===== config.mk =====
export PLATFORM = sky130hd
export DESIGN_NAME = uart_rx_axis_fifo
export DESIGN_NICKNAME = d
export VERILOG_FILES = /design/src/rtl/uart_rx_axis_fifo.sv
export SDC_FILE = /design/constraint.sdc
export NUM_CORES = 1
export LEC_CHECK = 0
export ABC_CLOCK_PERIOD_IN_PS = 4000
export CORE_ASPECT_RATIO = 0.8
export CORE_UTILIZATION = 61
export CTS_CLUSTER_SIZE = 8
export DETAILED_ROUTE_END_ITERATION = 8
export PLACE_DENSITY = 0.91
export SLEW_MARGIN = 20
export SYNTH_ARGS = -nofsm -noshare
export SYNTH_HDL_FRONTEND = slang
export SYNTH_SLANG_ARGS = --single-unit

===== constraint.sdc =====
create_clock -name clk -period 4 [get_ports clk]
set_input_delay 0.8 -clock clk [delete_from_list [all_inputs] [get_ports clk]]
set_output_delay 0.8 -clock clk [all_outputs]
set_load 0.005 [all_outputs]

===== src/rtl/uart_rx_axis_fifo.sv =====
// uart_rx_axis_fifo
// Receives 8N1 UART frames, holds each received byte in a staging register
// until its packet boundary is known, then buffers it in a first-word
// fall-through FIFO that feeds an AXI-Stream master. A packet ends when the
// line has been idle for IDLE_BITS bit-times after the last byte.
//
// Ports:
//   clk          - the only clock
//   rst          - asynchronous reset, active low
//   uart_rx      - serial input, idles high, asynchronous to clk
//   m_axis_data  - head-of-FIFO byte (0 while the FIFO is empty)
//   m_axis_valid - FIFO holds at least one beat
//   m_axis_ready - consumer accepts the current beat
//   m_axis_last  - current beat ends a packet
//   overflow     - sticky, a byte was dropped because the FIFO was full
//   frame_err    - one-cycle pulse when a stop bit is sampled low
module uart_rx_axis_fifo #(
  parameter int WIDTH     = 8,
  parameter int DEPTH     = 8,
  parameter int CLK_RATE  = 50000000,
  parameter int BAUD      = 115200,
  parameter int IDLE_BITS = 16
) (
  input  logic             clk,
  input  logic             rst,
  input  logic             uart_rx,
  output logic [WIDTH-1:0] m_axis_data,
  output logic             m_axis_valid,
  input  logic             m_axis_ready,
  output logic             m_axis_last,
  output logic             overflow,
  output logic             frame_err
);

  localparam int CLKS_PER_BIT = CLK_RATE / BAUD;
  localparam int HALF_BIT     = CLKS_PER_BIT / 2;
  localparam int IDLE_LIMIT   = IDLE_BITS * CLKS_PER_BIT;
  localparam int AW           = $clog2(DEPTH);
  localparam int CW           = $clog2(CLKS_PER_BIT + 1);
  localparam int BW           = $clog2(WIDTH + 1);
  localparam int IW           = $clog2(IDLE_LIMIT + 1);

  localparam logic [CW-1:0] HALF_LAST  = CW'(HALF_BIT - 1);
  localparam logic [CW-1:0] BIT_LAST   = CW'(CLKS_PER_BIT - 1);
  localparam logic [BW-1:0] DATA_LAST  = BW'(WIDTH - 1);
  localparam logic [IW-1:0] IDLE_LAST  = IW'(IDLE_LIMIT - 1);

  typedef enum logic [1:0] {
    S_IDLE,
    S_START,
    S_DATA,
    S_STOP
  } state_t;

  state_t           state;
  logic [CW-1:0]    clk_cnt;
  logic [BW-1:0]    bit_cnt;
  logic [IW-1:0]    idle_cnt;
  logic [WIDTH-1:0] shift_reg;
  logic [WIDTH-1:0] stage;
  logic             stage_v;

  logic             rx_meta;
  logic             rx_s;
  logic             rx_prev;
  logic             fall;

  logic             start_ok;
  logic             stop_sample;
  logic             push_start;
  logic             push_idle;
  logic             push_en;
  logic [WIDTH:0]   push_word;

  logic [WIDTH:0]   mem [DEPTH];
  logic [AW:0]      wr_ptr;
  logic [AW:0]      rd_ptr;
  logic [WIDTH:0]   head;
  logic             full;
  logic             empty;
  logic             pop;

  // Synchronizer plus one history stage for edge detection. These reset low
  // so that a line already low at reset release produces no falling edge:
  // the line has to return high and fall again before a frame is accepted.
  always_ff @(posedge clk or negedge rst) begin
    if (!rst) begin
      rx_meta <= 1'b0;
      rx_s    <= 1'b0;
      rx_prev <= 1'b0;
    end else begin
      rx_meta <= uart_rx;
      rx_s    <= rx_meta;
      rx_prev <= rx_s;
    end
  end

  assign fall = rx_prev & ~rx_s;

  // A validated start bit flushes the staged byte as a mid-packet beat; an
  // idle timeout flushes it as the packet's final beat. The two live in
  // different states, so at most one fires in a cycle.
  assign start_ok    = (state == S_START) && (clk_cnt == HALF_LAST) && !rx_s;
  assign stop_sample = (state == S_STOP) && (clk_cnt == BIT_LAST);
  assign push_start  = start_ok && stage_v;
  assign push_idle   = (state == S_IDLE) && stage_v && !fall && (idle_cnt == IDLE_LAST);
  assign push_en     = push_start | push_idle;
  assign push_word   = {push_idle, stage};

  // Receiver state machine, staging register and idle-gap counter.
  always_ff @(posedge clk or negedge rst) begin
    if (!rst) begin
      state     <= S_IDLE;
      clk_cnt   <= '0;
      bit_cnt   <= '0;
      idle_cnt  <= '0;
      shift_reg <= '0;
      stage     <= '0;
      stage_v   <= 1'b0;
      frame_err <= 1'b0;
    end else begin
      frame_err <= 1'b0;

      if (fall || stop_sample) begin
        idle_cnt <= '0;
      end else if ((state == S_IDLE) && stage_v) begin
        idle_cnt <= push_idle ? '0 : idle_cnt + IW'(1);
      end

      case (state)
        S_IDLE: begin
          if (fall) begin
            state   <= S_START;
            clk_cnt <= '0;
            bit_cnt <= '0;
          end
          if (push_idle) begin
            stage_v <= 1'b0;
          end
        end

        S_START: begin
          if (clk_cnt == HALF_LAST) begin
            clk_cnt <= '0;
            if (!rx_s) begin
              state <= S_DATA;
              if (stage_v) begin
                stage_v <= 1'b0;
              end
            end else begin
              state <= S_IDLE;
            end
          end else begin
            clk_cnt <= clk_cnt + CW'(1);
          end
        end

        S_DATA: begin
          if (clk_cnt == BIT_LAST) begin
            clk_cnt   <= '0;
            shift_reg <= {rx_s, shift_reg[WIDTH-1:1]};
            if (bit_cnt == DATA_LAST) begin
              bit_cnt <= '0;
              state   <= S_STOP;
            end else begin
              bit_cnt <= bit_cnt + BW'(1);
            end
          end else begin
            clk_cnt <= clk_cnt + CW'(1);
          end
        end

        S_STOP: begin
          if (clk_cnt == BIT_LAST) begin
            clk_cnt <= '0;
            state   <= S_IDLE;
            if (rx_s) begin
              stage   <= shift_reg;
              stage_v <= 1'b1;
            end else begin
              frame_err <= 1'b1;
            end
          end else begin
            clk_cnt <= clk_cnt + CW'(1);
          end
        end

        default: begin
          state <= S_IDLE;
        end
      endcase
    end
  end

  // Pointers carry one extra wrap bit so full and empty are distinguishable.
  assign empty = (wr_ptr == rd_ptr);
  assign full  = (wr_ptr[AW] != rd_ptr[AW]) && (wr_ptr[AW-1:0] == rd_ptr[AW-1:0]);
  assign pop   = !empty && m_axis_ready;

  // Fullness is judged before this cycle's pop, so a push into a full FIFO
  // is dropped even when a pop frees a slot in the same cycle.
  always_ff @(posedge clk or negedge rst) begin
    if (!rst) begin
      wr_ptr   <= '0;
      rd_ptr   <= '0;
      overflow <= 1'b0;
    end else begin
      if (push_en) begin
        if (full) begin
          overflow <= 1'b1;
        end else begin
          wr_ptr <= wr_ptr + (AW+1)'(1);
        end
      end
      if (pop) begin
        rd_ptr <= rd_ptr + (AW+1)'(1);
      end
    end
  end

  // Storage array, written only on accepted pushes.
  always_ff @(posedge clk) begin
    if (push_en && !full) begin
      mem[wr_ptr[AW-1:0]] <= push_word;
    end
  end

  // First-word fall-through head; outputs read as zero while empty so reset
  // clears them without resetting the storage array.
  assign head         = mem[rd_ptr[AW-1:0]];
  assign m_axis_valid = !empty;
  assign m_axis_data  = empty ? '0 : head[WIDTH-1:0];
  assign m_axis_last  = !empty && head[WIDTH];

endmodule


==> metrics.yaml, run 1 <==
hold_path.class: "reg -> reg"
drc_errors: 0
largest_register_ffs: 72
vdd_ir_drop_max_mv: 0.513
dr_wl_met2_um: 6080
layout-drive-gt1-share_pct: 19.0
wl_met3_um: 992
rsz0062_at_grt: "false"
path_cells: "mux4_2 > mux2i_1 > nor2_1 > clkdlybuf4s50_1"
rows: 30
core_area_um2: 8710
setup_slack_ps: 514
postCtsSetupBuffers: 0
ant_nets: 0
skew_ps: 10.9
place_congestion: 0.845
wl_um: 12200
tns_ps: 0
die_y_um: 88.0
multi_input_area_um2: 1920
wl_met1_um: 4780
crit_path_end_kind: "primary output"
layoutNonFillerInstCount: 539
whs_ps: 351
critPathBufInv: 1
p_switching_uw: 936
critPathMaxStageDelay_ps: 1010
p_int_mw: 2.63
fp.dieW_um: 109
postSynthNetCount: 399
post-route-period-util_pct: 87.1
start_util_pct: 64.7
timing.slew.headroom_pct: 32.1
cts_tree: "yes"
nFillCells: 501
leakage_nw: 2.34
syn_area_um2: 5640
syn_avg_cell_area_um2: 14.5
dr.pass1.iters: 5
dp_cells: 507
worstPathRequired_ps: 3200
area_growth_pct: 14.4
yosysWarnings: 0
seqPwrFrac_pct: 44.7
first_iter_violations: 343
path_delay_family: "flip-flops"
power_density_nw_per_um2: 552
status: "finished, final reports clean"
cts_hold_buffers: 0
p_comb_share_pct: 14.6
insertion_delay_ps: 420
seq_area_um2: 3610
clock-sinks: 130
cts_buffer_depth: 2
yosysSeqAreaShare_pct: 64.1
crit_type: "reg -> out"
slowest_stage: "dfrtp_1"
finalNetCount: 425
grt_max_degree: 31
maxCapViolations: 0
crit_arrival_ps: 2690
grt_pass1_wl_um: 19300
antenna_found_initial: 0
path_max_fanout: 22
via_count: 3533
clk_pin_slew_ps: 50
numCtsBuffers: 17
hold_viol_final: 0
drv_slew: 0
die-area_um2: 9630
ys_types: 52
setup_violations: 0
top_layer: "met4"
startpoint_type: "flip-flop"
io_pins: 16
vias_per_cell: 6.55
n_antenna_cell: 0
port-buffer-count: 15
wl_per_cell_um: 22.6
worst_slew_pin_slew_ps: 1020
postSynthCellCount: 388
root_buffer: "clkbuf_16"
swShare_pct: 26.3
post_cts_resized: 0
grt_pass1_vias: 3490
dpl_worst_slack_ps: 1010
fmax_ghz: 0.287
synth-seq-cells: 130
period_minus_slack_ps: 3490
clkPwrFrac_pct: 40.8
grt_overflow: 0
grtUsageTotal_pct: 28.6
h-tree-depth: 4
dp_hpwl_um: 6760
layout by cell type, fill, tap and decap left out, types with 2 or more instances in the layout:
cell type,netlist,final
xor2_1,8,8
a21o_1,7,7
clkinv_2,0,3
nand4_1,4,4
o211ai_1,2,2
bufinv_16,0,2
clkbuf_16,0,17
nand3_1,11,11
mux2i_1,10,10
nor3_1,12,12
dfrtp_1,58,58
and3_1,2,2
nor2_1,33,33
ha_1,7,7
nor3b_1,4,4
o21bai_1,2,2
mux2_2,18,18
o21ai_0,12,12
a21oi_1,5,5
nand2_1,22,22
clkdlybuf4s50_1,0,14
clkbuf_1,9,7
nor4_1,5,5
buf_4,0,9
and4_1,3,3
a211oi_1,4,4
or2_2,2,2
clkinv_1,0,2
xnor2_1,14,14
mux4_2,18,18
edfxtp_1,72,72
inv_1,7,7
nand2b_1,6,6
worst register-to-register path, delay by kind of cell, from the launching register on:
| kind | cells | cell delay (ps) |
|---|---|---|
| AOI/OAI and AO/OA | 1 | 310 |
| DFF | 1 | 560 |
| and+or+nand+nor | 3 | 1880 |
power by group through the flow:
stage / Combinational (mW) / Sequential (mW) / Clock (mW)
6_report: 0.520 / 1.59 / 1.45
5_1_grt: 0.567 / 1.60 / 1.51
4_1_cts: 0.524 / 1.59 / 1.46
3_5_place_dp: 0.510 / 1.61 / 0
3_3_place_gp: 0.484 / 1.60 / 0
2_1_floorplan: 0.439 / 1.53 / 0
cell type report:
cell class	instances	area share, %
multi-input cells	234	29.7
repair buffers	24	3.30
flip-flops and latches	130	56.0
inverters	7	0.407
clock buffers	24	7.00
well taps	112	2.17
clock inverters	8	1.40
worst paths after layout:
| kind | cells after the start | slack [ps] | from | end |
|---|---|---|---|---|
| max | 4 | 510 | rd_ptr[1] | m_axis_last |
| min | 0 | 350 | rx_meta | rx_s |
| max reg2reg | 4 | 870 | state[0] | mem[7][8] |
| min reg2reg | 0 | 350 | rx_meta | rx_s |
| max in group asynchronous | 2 | 2760 | rst | rd_ptr[2] |
| min in group asynchronous | 1 | 410 | rst | clk_cnt[5] |
cell usage after synthesis, drive strengths merged:
cell type | n | area share, %
edfxtp | 72 | 38
dfrtp | 58 | 26
nor2 | 34 | 2.3
nand2 | 22 | 1.5
mux2 | 19 | 3.8
mux4 | 18 | 7.2
o21ai | 14 | 1.3
xnor2 | 14 | 2.2
nor3 | 12 | 1.1
nand3 | 11 | 0.98
mux2i | 10 | 1.8
clkbuf | 9 | 0.60
buf | 8 | 0.82
xor2 | 8 | 1.2
a21o | 7 | 0.93
ha | 7 | 1.6
inv | 7 | 0.47
nand2b | 6 | 0.67
nor4 | 6 | 0.93
a21oi | 5 | 0.44
nor3b | 5 | 0.75
a211oi | 4 | 0.53
and4 | 4 | 0.67
nand4 | 4 | 0.44
a21boi | 2 | 0.47
and3 | 2 | 0.22
nor4b | 2 | 0.42
o211ai | 2 | 0.27
o21bai | 2 | 0.27
or2 | 2 | 0.22
a2111oi | 1 | 0.27
a211o | 1 | 0.16
a31oi | 1 | 0.11
and2 | 1 | 0.11
nand3b | 1 | 0.13
nor2b | 1 | 0.11
o2111ai | 1 | 0.16
o22ai | 1 | 0.11
o311ai | 1 | 0.29
o31ai | 1 | 0.13
or3 | 1 | 0.11
or4b | 1 | 0.24
layer usage:
layer	track usage (%)	vias up
met5	0	-
met4	12.1	0
met3	8.78	29
met2	45.9	201
met1	36.5	1794
li1	-	1509
metrics by stage:
step           util, %  power, mW  area, um^2
6_report          74.1       3.56        6450
5_1_grt           74.1       3.68        6450
4_1_cts           74.1       3.57        6450
3_5_place_dp      67.9       2.12        5910
3_3_place_gp      67.9       2.09        5910
2_1_floorplan        -       1.96        5640
cells by family (layout without fill, tap and decap cells):
group                      after synthesis  in the layout  synth area share (%)
and+or+nand+nor                        115            115                  10.9
adders and majority gates                7              7                  1.55
buffers and inverters                   24             63                  1.89
muxes                                   47             47                  12.8
AOI/OAI and AO/OA                       43             43                  5.44
xor gates and xnor gates                22             22                  3.42
DFF                                    130            130                  64.1
Power figures use the tool's default switching activity.
==> inputs of run 2 (changes only) <==
--- a/config.mk
+++ b/config.mk
@@ -5,6 +5,7 @@
 export SDC_FILE = /design/constraint.sdc
 export NUM_CORES = 1
 export LEC_CHECK = 0
+export ABC_AREA = 1
 export ABC_CLOCK_PERIOD_IN_PS = 4000
 export CORE_ASPECT_RATIO = 0.8
 export CORE_UTILIZATION = 61
==> run 2 against run 1 <==
Net effect:
- the run now ends with DRC left
- flip-flop and latch count is the same
- combinational power grew 70%
- wire length down 0.98%
- final area increased by 2.7%
- via count grew 25%
- critical path depth up 4
- first-iteration DRC count rose by 24%
- fmax grew 4.4%
- clock power barely moved
- global-route usage shrank 2.6 points
- synthesized area is 3.7% higher
- register-to-register slack improved by 490 ps
==> metrics.yaml, run 2 <==
yosysSeqAreaShare_pct: 61.8  # was 64.1%
syn_area_um2: 5850  # was 5640 um^2
antenna_found_initial: 0  # unchanged
skew_ps: 7.57  # was 10.9 ps
grt_pass1_wl_um: 19300  # about the same
grt_pass1_vias: 3930  # was 3490
synth_ff_type: "edfxtp_1"  # unchanged
ant_nets: 0  # unchanged
syn_avg_cell_area_um2: 9.73  # was 14.5 um^2
place_congestion: 0.912  # was 0.845
via_count: 4407  # was 3533
yosys-top-cells-count: "nand2_1 (116), nor2_1 (85), edfxtp_1 (72)"  # was edfxtp_1 (72), dfrtp_1 (58), nor2_1 (33)
wl_per_cell_um: 16.2  # was 22.6 um
period_minus_slack_ps: 3340  # was 3490 ps
worstPathRequired_ps: 3200  # about the same
r2r-start: "idle_cnt[0]"  # was state[0]
h-tree-depth: 4  # unchanged
crit_start: "rd_ptr[0]"  # was rd_ptr[1]
nFillCells: 596  # was 501
drc_errors: 6  # was 0
drv_slew: 0  # unchanged
layout-drive-gt1-share_pct: 8.37  # was 19.0%
post-route-period-util_pct: 83.4  # was 87.1%
cts_hold_buffers: 0  # unchanged
ys_types: 30  # was 52
crit_path_end_kind: "primary output"  # unchanged
async_flop_share_pct: 44.6  # unchanged
tns_ps: 0  # unchanged
layout_common_cells: "nand2_1 (116), nor2_1 (85), edfxtp_1 (72)"  # was edfxtp_1 (72), dfrtp_1 (58), nor2_1 (33)
leakage_nw: 2.53  # was 2.34 nW
fmax_ghz: 0.300  # was 0.287 GHz
hold_viol_final: 0  # unchanged
port-buffer-count: 15  # unchanged
crit_type: "reg -> out"  # unchanged
die_y_um: 89.6  # was 88.0 um
io_pins: 16  # unchanged
numCtsBuffers: 17  # unchanged
n_antenna_cell: 0  # unchanged
clock-sinks: 130  # unchanged
cts_tree: "yes"  # unchanged
critPathMaxStageDelay_ps: 500  # was 1010 ps
insertion_delay_ps: 410  # was 420 ps
crit_arrival_ps: 2540  # was 2690 ps
grt_overflow: 0  # unchanged
first_iter_violations: 424  # was 343
mostFrequentLayoutCell: "nand2_1"  # was edfxtp_1
startpoint_type: "flip-flop"  # unchanged
rsz0062_at_grt: "false"  # unchanged
postCtsSetupBuffers: 0  # unchanged
critPathBufInv: 2  # was 1
grt_max_degree: 42  # was 31
die-area_um2: 9980  # was 9630 um^2
violations: "DRC"
yosysMostFrequentCell: "nand2_1"  # was edfxtp_1
slowest_stage: "clkdlybuf4s50_1"  # was dfrtp_1
area_growth_pct: 13.4  # was 14.4%
hold_path.class: "in -> async"  # was reg -> reg
finalNetCount: 631  # was 425
power_density_nw_per_um2: 580  # was 552 nW/um^2
core_area_um2: 9190  # was 8710 um^2
grtUsageTotal_pct: 26.0  # was 28.6%
cts_buffer_depth: 2  # unchanged
fin_util_pct: 72.1  # was 74.1%
yosysWarnings: 0  # unchanged
dp_hpwl_um: 7860  # was 6760 um
timing.slew.headroom_pct: 34.5  # was 32.1%
start_util_pct: 63.6  # was 64.7%
wl_um: 12100  # was 12200 um
post_cts_resized: 0  # unchanged
yosysTopAreaCell: "edfxtp_1"  # unchanged
postSynthCellCount: 601  # was 388
path_max_fanout: 38  # was 22
status: "finished with violations"  # was finished, final reports clean
synth_enable_flop_cells: 72  # unchanged
setup_violations: 0  # unchanged
largest_register_ffs: 72  # unchanged
dr.pass1.iters: 8  # was 5
fp.dieW_um: 111  # was 109 um
clk_pin_slew_ps: 60  # was 50 ps
path_cells: "inv_2 > nand2_1 > nand4_1 > nor2_1 > nand2_1 > o21ai_0 > nor2_1 > clkdlybuf4s50_1"  # was mux4_2 > mux2i_1 > nor2_1 > clkdlybuf4s50_1
synth_area_leaders: "edfxtp_1 (37%), dfrtp_1 (25%), nand2_1 (7.4%)"  # was edfxtp_1 (38%), dfrtp_1 (26%), mux4_2 (7.2%)
postSynthNetCount: 612  # was 399
vias_per_cell: 5.89  # was 6.55
vdd_ir_drop_max_mv: 0.376  # was 0.513 mV
path_delay_family: "buffers and inverters"  # was flip-flops
synth-seq-cells: 130  # unchanged
root_buffer: "clkbuf_16"  # unchanged
maxCapViolations: 0  # unchanged
worst_slew_pin_slew_ps: 979  # was 1020 ps
yosysTopAreaCellShare_pct: 37.0  # was 38.3%
rows: 31  # was 30
-- run 2: cell types whose count changed after synthesis, sizes merged, moves of 18 or more --
cell	before	now
nand3	11	42
o21ai	14	79
mux2	19	0
nor2	34	89
inv	7	55
o22ai	1	23
mux4	18	0
nand2	22	121
-- run 2: logic make-up after synthesis --
| logic type | after synthesis | synth area share [%] |
|---|---|---|
| AO/OA/AOI/OAI | 107 | 9.80 |
| AND/OR/NAND/NOR | 269 | 19.7 |
| buffers and inverters | 73 | 4.94 |
| adder cells (fa/ha/maj) | 7 | 1.50 |
| XOR/XNOR | 15 | 2.25 |
| flip-flops | 130 | 61.8 |
-- run 2: power by group --
group | internal, mW | total, mW | switching [mW] | leakage [nW]
Sequential | 1.46 | 1.52 | 0.0644 | 1.28
Combinational | 0.361 | 0.883 | 0.522 | 0.997
Clock | 0.901 | 1.44 | 0.537 | 0.256
-- run 2: cell type report --
cell class	count	area, um^2	share of cell area, %
clock inverter	13	119	1.79
inverter	55	206	3.11
timing repair buffer	18	168	2.53
tap	115	144	2.17
multi-input combinational	398	1950	29.4
sequential	130	3610	54.5
clock buffer	19	433	6.53
-- run 2: path summary, 6_finish.rpt --
path                            cells past startpoint  slack [ps]              to
worst max-delay path                                8         660  m_axis_data[7]
worst min-delay path                                1         320     idle_cnt[3]
worst max register to register                      7        1360       mem[4][3]
worst min register to register                      0         360            rx_s
max in group asynchronous                           2        2820         rx_meta
min in group clk                                    0         360            rx_s
-- run 2: worst reg2reg max path, stage by stage, from the launching register on --
cell	delay (ps)
dfrtp_1	400
ha_1	250
nand2_1	100
nor2_2	260
nand3_2	160
nand2_2	200
nand3_2	170
nor2_1	720
-- run 2: routing by layer --
metal / track usage [%] / vias to the layer above / routed length, um
met5: 0 / - / 0
met4: 12.2 / 0 / 240
met3: 7.72 / 24 / 1090
met2: 40.6 / 204 / 5740
met1: 34.3 / 2097 / 5010
li1: - / 2082 / -
-- run 2: through the flow --
stage	total power, mW	worst slack [ps]	instances	cell area (um^2)	hold slack [ps]
3_3_place_gp	2.37	1210	716	6080	333
2_1_floorplan	2.09	1930	601	5850	331
3_5_place_dp	2.42	1110	716	6080	346
6_report	3.85	662	748	6630	319
4_1_cts	3.86	659	748	6630	313
5_1_grt	4.04	329	748	6630	332
